$ cat config.mk
export PLATFORM = sky130hd
export DESIGN_NAME = dram_arbiter
export DESIGN_NICKNAME = d
export VERILOG_FILES = /design/src/rtl/dram_arb_pkg.sv /design/src/rtl/dram_arbiter_rr_pick.sv /design/src/rtl/dram_arbiter.sv
export SDC_FILE = /design/constraint.sdc
export NUM_CORES = 1
export LEC_CHECK = 0
export CAP_MARGIN = 20
export CORE_AREA = 2 2 142 144
export DETAILED_ROUTE_END_ITERATION = 8
export DIE_AREA = 0 0 144 146
export PLACE_DENSITY_LB_ADDON = 0.2
export SYNTH_ARGS = -nofsm -noshare
export SYNTH_HDL_FRONTEND = slang
export SYNTH_HIERARCHICAL = 1
export SYNTH_SLANG_ARGS = --single-unit
$ cat constraint.sdc
create_clock -name clk -period 4.12 [get_ports clk]
set_input_delay 0.824 -clock clk [delete_from_list [all_inputs] [get_ports clk]]
set_output_delay 0.824 -clock clk [all_outputs]
set_load 0.03 [all_outputs]
$ cat src/rtl/dram_arb_pkg.sv
// Shared types and default sizing for the data-RAM arbiter and its round-robin picker.
package dram_arb_pkg;

    typedef enum logic {
        ARB,
        LOCKED
    } arb_state_t;

    localparam int DEF_NUM_REQ  = 2;
    localparam int DEF_ADDR_W   = 11;
    localparam int DEF_DATA_W   = 64;
    localparam int DEF_DEPTH_W  = 4;
    localparam int DEF_LOCK_TMO = 16;

endpackage

$ cat src/rtl/dram_arbiter_rr_pick.sv
// Combinational round-robin picker: grants the first set request at or after ptr, wrapping.
module rr_pick #(
    parameter int NUM_REQ = 2,
    parameter int PTR_W   = 1
) (
    input  logic [NUM_REQ-1:0] req,
    input  logic [PTR_W-1:0]   ptr,
    output logic [NUM_REQ-1:0] grant
);

    logic [2*NUM_REQ-1:0] req_dbl;
    logic [2*NUM_REQ-1:0] gnt_dbl;
    logic [NUM_REQ-1:0]   rot_req;
    logic [NUM_REQ-1:0]   rot_grant;

    // Rotate so ptr sits at bit 0, isolate the lowest set bit, then rotate back.
    always_comb begin
        req_dbl   = {req, req} >> ptr;
        rot_req   = req_dbl[NUM_REQ-1:0];
        rot_grant = rot_req & (~rot_req + NUM_REQ'(1));
        gnt_dbl   = {rot_grant, rot_grant} << ptr;
        grant     = gnt_dbl[2*NUM_REQ-1:NUM_REQ];
    end

endmodule

$ cat src/rtl/dram_arbiter.sv
// Round-robin arbiter with lockable ownership in front of the single-port data RAM.
module dram_arbiter
    import dram_arb_pkg::*;
#(
    parameter int NUM_REQ  = DEF_NUM_REQ,
    parameter int ADDR_W   = DEF_ADDR_W,
    parameter int DATA_W   = DEF_DATA_W,
    parameter int DEPTH_W  = DEF_DEPTH_W,
    parameter int LOCK_TMO = DEF_LOCK_TMO
) (
    input  logic                      clk,
    input  logic                      reset,
    input  logic [NUM_REQ-1:0]        req_valid,
    input  logic [NUM_REQ-1:0]        req_we,
    input  logic [NUM_REQ-1:0]        req_lock,
    input  logic [NUM_REQ*ADDR_W-1:0] req_addr,
    input  logic [NUM_REQ*DATA_W-1:0] req_wdata,
    output logic [NUM_REQ-1:0]        req_ready,
    output logic [NUM_REQ-1:0]        rsp_valid,
    output logic [NUM_REQ-1:0]        rsp_err,
    output logic [DATA_W-1:0]         rsp_rdata,
    output logic                      mem_ena,
    output logic                      mem_rea,
    output logic                      mem_wea,
    output logic [ADDR_W-1:0]         mem_addr,
    output logic [DATA_W-1:0]         mem_dia,
    input  logic [DATA_W-1:0]         mem_doa
);

    localparam int PTR_W = (NUM_REQ > 1) ? $clog2(NUM_REQ) : 1;
    localparam int CNT_W = $clog2(LOCK_TMO + 1);
    localparam logic [ADDR_W:0] ADDR_LIMIT = (ADDR_W + 1)'(1) << DEPTH_W;

    arb_state_t         state_reg, state_next;
    logic [PTR_W-1:0]   rr_ptr_reg, rr_ptr_next;
    logic [PTR_W-1:0]   lock_owner_reg, lock_owner_next;
    logic [CNT_W-1:0]   lock_cnt_reg, lock_cnt_next;
    logic [NUM_REQ-1:0] pend_valid_reg, pend_valid_next;
    logic [NUM_REQ-1:0] pend_err_reg, pend_err_next;
    logic               pend_read_reg, pend_read_next;

    logic [ADDR_W-1:0]  addr_arr  [NUM_REQ];
    logic [DATA_W-1:0]  wdata_arr [NUM_REQ];
    logic [NUM_REQ-1:0] owner_hot;
    logic [NUM_REQ-1:0] rr_grant;
    logic [NUM_REQ-1:0] grant;
    logic               accept;
    logic               in_range;
    logic [PTR_W-1:0]   sel_idx;
    logic [PTR_W-1:0]   ptr_after;
    logic [ADDR_W-1:0]  sel_addr;
    logic [DATA_W-1:0]  sel_wdata;
    logic               sel_we;
    logic               sel_lock;

    generate
        for (genvar gi = 0; gi < NUM_REQ; gi++) begin : g_slice
            assign addr_arr[gi]  = req_addr[gi*ADDR_W +: ADDR_W];
            assign wdata_arr[gi] = req_wdata[gi*DATA_W +: DATA_W];
            assign owner_hot[gi] = (lock_owner_reg == PTR_W'(gi));
        end
    endgenerate

    rr_pick #(
        .NUM_REQ (NUM_REQ),
        .PTR_W   (PTR_W)
    ) u_rr_pick (
        .req   (req_valid),
        .ptr   (rr_ptr_reg),
        .grant (rr_grant)
    );

    // While locked, only the owner can see ready, and only when it is asking.
    always_comb begin
        grant = '0;
        if (!reset) begin
            case (state_reg)
                ARB:     grant = rr_grant;
                LOCKED:  grant = req_valid & owner_hot;
                default: grant = '0;
            endcase
        end
    end

    assign req_ready = grant;
    assign accept    = |grant;

    always_comb begin
        sel_idx   = '0;
        sel_addr  = '0;
        sel_wdata = '0;
        sel_we    = 1'b0;
        sel_lock  = 1'b0;
        for (int i = 0; i < NUM_REQ; i++) begin
            if (grant[i]) begin
                sel_idx   = PTR_W'(i);
                sel_addr  = addr_arr[i];
                sel_wdata = wdata_arr[i];
                sel_we    = req_we[i];
                sel_lock  = req_lock[i];
            end
        end
    end

    assign in_range  = {1'b0, sel_addr} < ADDR_LIMIT;
    assign ptr_after = (sel_idx == PTR_W'(NUM_REQ - 1)) ? '0 : sel_idx + PTR_W'(1);

    assign mem_ena  = accept & in_range;
    assign mem_wea  = mem_ena & sel_we;
    assign mem_rea  = mem_ena & ~sel_we;
    assign mem_addr = sel_addr;
    assign mem_dia  = sel_wdata;

    always_comb begin
        state_next      = state_reg;
        rr_ptr_next     = rr_ptr_reg;
        lock_owner_next = lock_owner_reg;
        lock_cnt_next   = lock_cnt_reg;
        pend_valid_next = grant;
        pend_err_next   = grant & {NUM_REQ{~in_range}};
        pend_read_next  = mem_rea;

        if (accept) begin
            rr_ptr_next = ptr_after;
        end

        case (state_reg)
            ARB: begin
                if (accept && sel_lock) begin
                    state_next      = LOCKED;
                    lock_owner_next = sel_idx;
                    lock_cnt_next   = '0;
                end
            end
            LOCKED: begin
                if (accept) begin
                    lock_cnt_next = '0;
                    if (!sel_lock) begin
                        state_next = ARB;
                    end
                end else if (|(req_valid & owner_hot)) begin
                    lock_cnt_next = '0;
                end else if (lock_cnt_reg == CNT_W'(LOCK_TMO - 1)) begin
                    // Owner went quiet for too long; release to round-robin.
                    state_next    = ARB;
                    lock_cnt_next = '0;
                end else begin
                    lock_cnt_next = lock_cnt_reg + CNT_W'(1);
                end
            end
            default: state_next = ARB;
        endcase
    end

    always_ff @(posedge clk) begin
        if (reset) begin
            state_reg      <= ARB;
            rr_ptr_reg     <= '0;
            lock_owner_reg <= '0;
            lock_cnt_reg   <= '0;
            pend_valid_reg <= '0;
            pend_err_reg   <= '0;
            pend_read_reg  <= 1'b0;
        end else begin
            state_reg      <= state_next;
            rr_ptr_reg     <= rr_ptr_next;
            lock_owner_reg <= lock_owner_next;
            lock_cnt_reg   <= lock_cnt_next;
            pend_valid_reg <= pend_valid_next;
            pend_err_reg   <= pend_err_next;
            pend_read_reg  <= pend_read_next;
        end
    end

    // Responses are masked while reset is high so an in-flight read is dropped.
    assign rsp_valid = reset ? '0 : pend_valid_reg;
    assign rsp_err   = reset ? '0 : pend_err_reg;
    assign rsp_rdata = (pend_read_reg && !reset) ? mem_doa : '0;

endmodule

Yosys cells after proc, flatten, opt, wreduce, memory -nomap -nowiden
Index checks and enable logic that the tools add are counted.

word-level totals
  register bits = 13
  bits in latches = 0
  memory bits (writable) = 0
  ROM bits = 0
  input port bits = 222
  output and inout bits = 148
  word-level logic and storage cells = 58
  memories = 0

operators by class
  add/subtract/negate cells = 3
  multiply operators = 0
  div/mod/pow operators = 0
  $lt $le $gt $ge = 1
  eq/ne operators = 2
  shift operators = 2
  muxes and demuxes = 26
  bitwise operators = 11
  reduce and logical (&&, ||, !) cells = 6

operator list
  kind                 number
  $mux 64              3
  $mux 11              2
  $mux 5               4
  $lt 11x5->1 const B  1
  $mux 1               11
  $pmux 5 s2           1
  $and 2x2->2          3
  $mux 2               3
  $add 5x1->5 const B  1
  $eq 5x4->1 const B   1
  $not 1->1            4
  $pmux 2 s2           1
  $reduce_or 2->1      2
  $shl 4x1->4          1
  $shr 4x1->2          1
  $and 1x1->1          3
  $add 2x1->2 const B  1
  $logic_and 1x1->1    2
  $ne 2x2->1 const B   1
  $not 2->2            1
  $pmux 1 s2           1
  $reduce_and 2->1     1
  $add 1x1->1 const B  1
  $logic_not 1->1      1

Depth between registers and ports, before layout
  word-level depth = 12
  gate-level depth with buffers = 10
  mapped depth without buffers = 7

By module
The synthesis kept the hierarchy.

by module, submodules not included
  module        times used  cells each  area each (um2)  sequential area each (um2)
  dram_arbiter  1           408         2250.9           260.2
  rr_pick       1           3           18.8             0.0

Least setup slack after synthesis
Ideal clock, no wire load.

  path kind = in2out
  from = input req_valid[1]
  to = output mem_wea
  arrival time = 2247 ps
  data required time = 3296 ps
  path slack = 1049 ps
  cell stages on the path = 8
  buffers on the path = 2
  path through = a21boi_1 nand2b_4 a21o_1 buf_6 inv_4 buf_6 nand2_1 a21boi_1

between the ends
  word-level cells in the longest chain between the ends = 12
  elaborated cells between the ends (all ways) = 16
  classes of those cells = add/sub (1); order compare (1); shift (2); mux (6); bitwise (5); reduce/logical (1)

RTL lines
  what                   line                        text
  start: declaration     dram_arbiter.sv:13          input logic [NUM_REQ-1:0] req_valid,
  $shr 4x1->2            dram_arbiter_rr_pick.sv:18  req_dbl = {req, req} >> ptr;
  $not 2->2              dram_arbiter_rr_pick.sv:20  rot_grant = rot_req & (~rot_req + NUM_REQ'(1));
  $add 2x1->2            dram_arbiter_rr_pick.sv:20
  $and 2x2->2            dram_arbiter_rr_pick.sv:20
  $shl 4x1->4            dram_arbiter_rr_pick.sv:21  gnt_dbl = {rot_grant, rot_grant} << ptr;
  $pmux 2 s2 (*)         dram_arbiter.sv:77          case (state_reg)
  $mux 2 (*)             dram_arbiter.sv:76          if (!reset) begin
  $mux 11 (2 in series)  dram_arbiter.sv:95          if (grant[i]) begin
  $lt 11x5->1            dram_arbiter.sv:105         assign in_range = {1'b0, sel_addr} < ADDR_LIMIT;
  $and 1x1->1            dram_arbiter.sv:108         assign mem_ena = accept & in_range;
  $and 1x1->1 (*)        dram_arbiter.sv:109         assign mem_wea = mem_ena & sel_we;
  end: declaration       dram_arbiter.sv:24          output logic mem_wea,

Mark *: on every way between the ends. The rest lies on a longest branch, timed or not.

Final worst setup path
  from = input reset
  to = output mem_wea

between the ends
  word-level cells in the longest chain between the ends = 6
  elaborated cells between the ends (all ways) = 9
  classes of those cells = order compare (1); mux (5); bitwise (2); reduce/logical (1)

RTL lines
  what                   line                 text
  start: declaration     dram_arbiter.sv:12   input logic reset,
  $mux 2 (*)             dram_arbiter.sv:76
  $mux 11 (2 in series)  dram_arbiter.sv:95
  $lt 11x5->1            dram_arbiter.sv:105
  $and 1x1->1            dram_arbiter.sv:108
  $and 1x1->1 (*)        dram_arbiter.sv:109

Marks and branches as above.

==> run metrics <==
Max Fclk 0.265 GHz; starting DRC count in detailed routing 73; Final Cycle Share 91.5%; worst-path cell with the longest stage delay sky130_fd_sc_hd__clkdlybuf4s50_1; Syn Nets 634; synthesized flop and latch total 13; final antenna-violating net count 0; vias after detailed routing 3956; Maximum Capacitance Violations 0; kind of start point of the critical path input port; DR WL met3 1480 um; Worst-Skew Late Latency 0.25 ns; fraction of the yosys area taken by sequential cells 11.5%; outcome completed; GRT Overall Usage 12.5%; flip-flop count of the largest register after layout 5; worst r2r src rr_ptr_reg$_SDFFE_PP0P_; Buf/Inv on CP 2; FFs w/ async S/R, synth 0%; final worst clock skew 0.00665 ns; core area 0.0193 sq mm; die outline height 146 um; cell area power density 171 mW/mm^2; Critical Setup Path Class in2out; pin count of the biggest net entering global routing 66; Max rail drop VDD 124 uV; Antenna diodes 0; number of hold buffers added after CTS 0; Slew headroom 69.9%; I/O Buffers 369; total clock sinks 13; first-pass GRT wire length 20900 um; Critical Path AT 2.94 ns; post-layout instance count excluding filler cells 1022; Setup TNS 0 ns; CTS Root Cell sky130_fd_sc_hd__clkbuf_16; post-synth cell types 35; global placer's final weighted congestion 0.766; number of buffers inserted during clock tree synthesis 3; slowest cell delay on critical path 0.75 ns; Max Root-Sink Buffers 2; reg2reg setup slack 2.28 ns; worst hold path cell count 1; capturing point of the worst reg2reg path pend_read_reg$_SDFF_PP0_; RSZ-0062 raised after global routing false; Slew @ Worst Pin 0.450 ns; top metal layer carrying routed signals met4; I/O pin count 370; setup violation total in the final timing report 0; Horiz. Die Dim 144 um; # nets final 981; Required @ worst endpoint 3.30 ns; Detail Placement HPWL 11900 um; cell class contributing the biggest share of worst-path delay buffers and inverters; synthesized cell area 0.00227 sq mm; H-tree lvl count 1; DRC 0; logic depth of the worst register-to-register path 8; Worst-path clk slew 0.05 ns; # placed instances 1018; count of TritonRoute iterations in the first routing pass 4; vias per cell 3.87; length of routed wiring on met1 5050 um; post-DR wirelength/cell 14.1 um; post-CTS setup repair buffer count 0; synthesized instance count 411; met2 routed WL 7630 um; endpoint of the worst setup timing path mem_wea; number of global-route vias before repair 3757; Initial Util 11.7%; post-CTS sizing 0; Layout Area Growth over Synthesis 168%; count of endpoints failing hold in the final timing report 0; number of synthesized flops with an enable pin 0; final-report max-slew violation count 0; critical path launch point reset; dominant register cell in the synthesized netlist sky130_fd_sc_hd__dfxtp_1; total die area 0.0210 sq mm; Rows 51; source of the worst hold timing path lock_cnt_reg[4]$_SDFFE_PP0P_; CTS tree built; cell count along the critical path 6; number of antenna violations at the first check in global routing 0; chain of cells forming the critical path clkdlybuf4s50_1, and4bb_1, a21o_2, a32oi_2, a21boi_1, buf_4; Worst Setup End Kind output pin; leakage power summed over all cells 0.00271 uW; Mapped Avg Cell Area 5.52 sq um; count of synthesis-stage warnings from yosys 6; largest fanout on the critical path 12; worst min-delay path class reg2reg; time the final worst path needs with I/O delays and setup 3.77 ns; number of fill cells 2131; Routed WL 14400 um; layout cell share with drive strength beyond 1 13.1%; grt ovf 0
cells by family after synthesis:
group	Yosys count	share of synthesized area, %
compound gates	22	7.22
fa+ha+maj	1	0.551
buf+inv	41	10.3
flops	13	11.5
mux	1	0.441
simple gates	333	70.1
worst min path at each step:
stage                                        end
floorplan           lock_cnt_reg[4]$_SDFFE_PP0P_
global placement    lock_cnt_reg[4]$_SDFFE_PP0P_
detailed placement  lock_cnt_reg[4]$_SDFFE_PP0P_
CTS                 lock_cnt_reg[4]$_SDFFE_PP0P_
global route        lock_cnt_reg[4]$_SDFFE_PP0P_
finish              lock_cnt_reg[4]$_SDFFE_PP0P_
metal layers:
layer  vias up  GRT usage, %
met1      1699          13.4
li1       2022             -
met3        14          3.06
met2       221          24.5
met4         0          2.55
met5         -             0
layout make-up:
| class | count | area (sq um) | share of cell area [%] |
|---|---|---|---|
| Tap cell | 265 | 332 | 5.45 |
| Sequential cell | 13 | 260 | 4.28 |
| Clock buffer | 4 | 78.8 | 1.30 |
| Multi-Input combinational cell | 357 | 1780 | 29.3 |
| Timing Repair Buffer | 378 | 3610 | 59.3 |
| Inverter | 5 | 21.3 | 0.350 |
layout by cell type, fill, tap and decap left out:
master,count
sky130_fd_sc_hd__clkdlybuf4s50_1,289
sky130_fd_sc_hd__nand2_1,158
sky130_fd_sc_hd__buf_4,85
sky130_fd_sc_hd__nand3_1,84
sky130_fd_sc_hd__and2_1,66
sky130_fd_sc_hd__dfxtp_1,13
sky130_fd_sc_hd__nor2b_1,8
sky130_fd_sc_hd__nor2_1,5
sky130_fd_sc_hd__o21a_1,4
sky130_fd_sc_hd__inv_1,4
sky130_fd_sc_hd__buf_12,4
sky130_fd_sc_hd__nor3_1,3
sky130_fd_sc_hd__o21ai_0,3
sky130_fd_sc_hd__clkbuf_16,3
sky130_fd_sc_hd__a21o_2,2
sky130_fd_sc_hd__nor4_1,2
sky130_fd_sc_hd__a21boi_1,2
sky130_fd_sc_hd__a31oi_1,2
sky130_fd_sc_hd__a21oi_1,2
sky130_fd_sc_hd__nand2b_4,1
sky130_fd_sc_hd__inv_4,1
sky130_fd_sc_hd__and4bb_1,1
sky130_fd_sc_hd__nor2b_2,1
sky130_fd_sc_hd__a32oi_2,1
sky130_fd_sc_hd__nor3b_2,1
sky130_fd_sc_hd__mux2i_1,1
sky130_fd_sc_hd__a32oi_1,1
sky130_fd_sc_hd__nand4b_1,1
sky130_fd_sc_hd__or4_1,1
sky130_fd_sc_hd__o211ai_1,1
sky130_fd_sc_hd__o211a_1,1
sky130_fd_sc_hd__a21o_1,1
sky130_fd_sc_hd__a22o_1,1
sky130_fd_sc_hd__and3_1,1
sky130_fd_sc_hd__ha_1,1
sky130_fd_sc_hd__clkbuf_1,1
sky130_fd_sc_hd__a21boi_0,1
metrics by stage:
| step | setup slack, ns | instance area (sq um) | utilization [%] | power (uW) | hold slack [ns] |
|---|---|---|---|---|---|
| global placement | 0.335 | 6010 | 31.1 | 866 | 0.467 |
| floorplan | 1.05 | 2270 | - | 473 | 0.443 |
| CTS | 0.345 | 6080 | 31.5 | 1060 | 0.478 |
| global route | 0.207 | 6080 | 31.5 | 1100 | 0.500 |
| finish | 0.352 | 6080 | 31.5 | 1040 | 0.478 |
| detailed placement | 0.343 | 6010 | 31.1 | 864 | 0.466 |
where the power goes:
group | internal [uW] | total (uW) | switching (uW) | leakage [uW]
registers | 132 | 137 | 4.61 | 0.000106
clock network | 131 | 186 | 55.5 | 0.0000382
logic | 362 | 718 | 356 | 0.00257
Yosys cell counts, types with 2 or more instances:
cell type                  instances  area, sq um
sky130_fd_sc_hd__a21boi_1          2         15.0
sky130_fd_sc_hd__a21o_1            3         22.5
sky130_fd_sc_hd__a21oi_1           2         10.0
sky130_fd_sc_hd__a31oi_1           2         12.5
sky130_fd_sc_hd__and2_1           66          413
sky130_fd_sc_hd__buf_1             3         11.3
sky130_fd_sc_hd__buf_2            13         65.1
sky130_fd_sc_hd__buf_4             2         15.0
sky130_fd_sc_hd__buf_6             7         78.8
sky130_fd_sc_hd__clkbuf_1         11         41.3
sky130_fd_sc_hd__dfxtp_1          13          260
sky130_fd_sc_hd__inv_1             4         15.0
sky130_fd_sc_hd__nand2_1         158          593
sky130_fd_sc_hd__nand3_1          84          420
sky130_fd_sc_hd__nor2_1            5         18.8
sky130_fd_sc_hd__nor2b_1           9         56.3
sky130_fd_sc_hd__nor3_1            3         15.0
sky130_fd_sc_hd__nor4_1            2         12.5
sky130_fd_sc_hd__o21a_1            4         30.0
sky130_fd_sc_hd__o21ai_0           3         15.0
No activity file was read; power rests on OpenSTA's default activity.
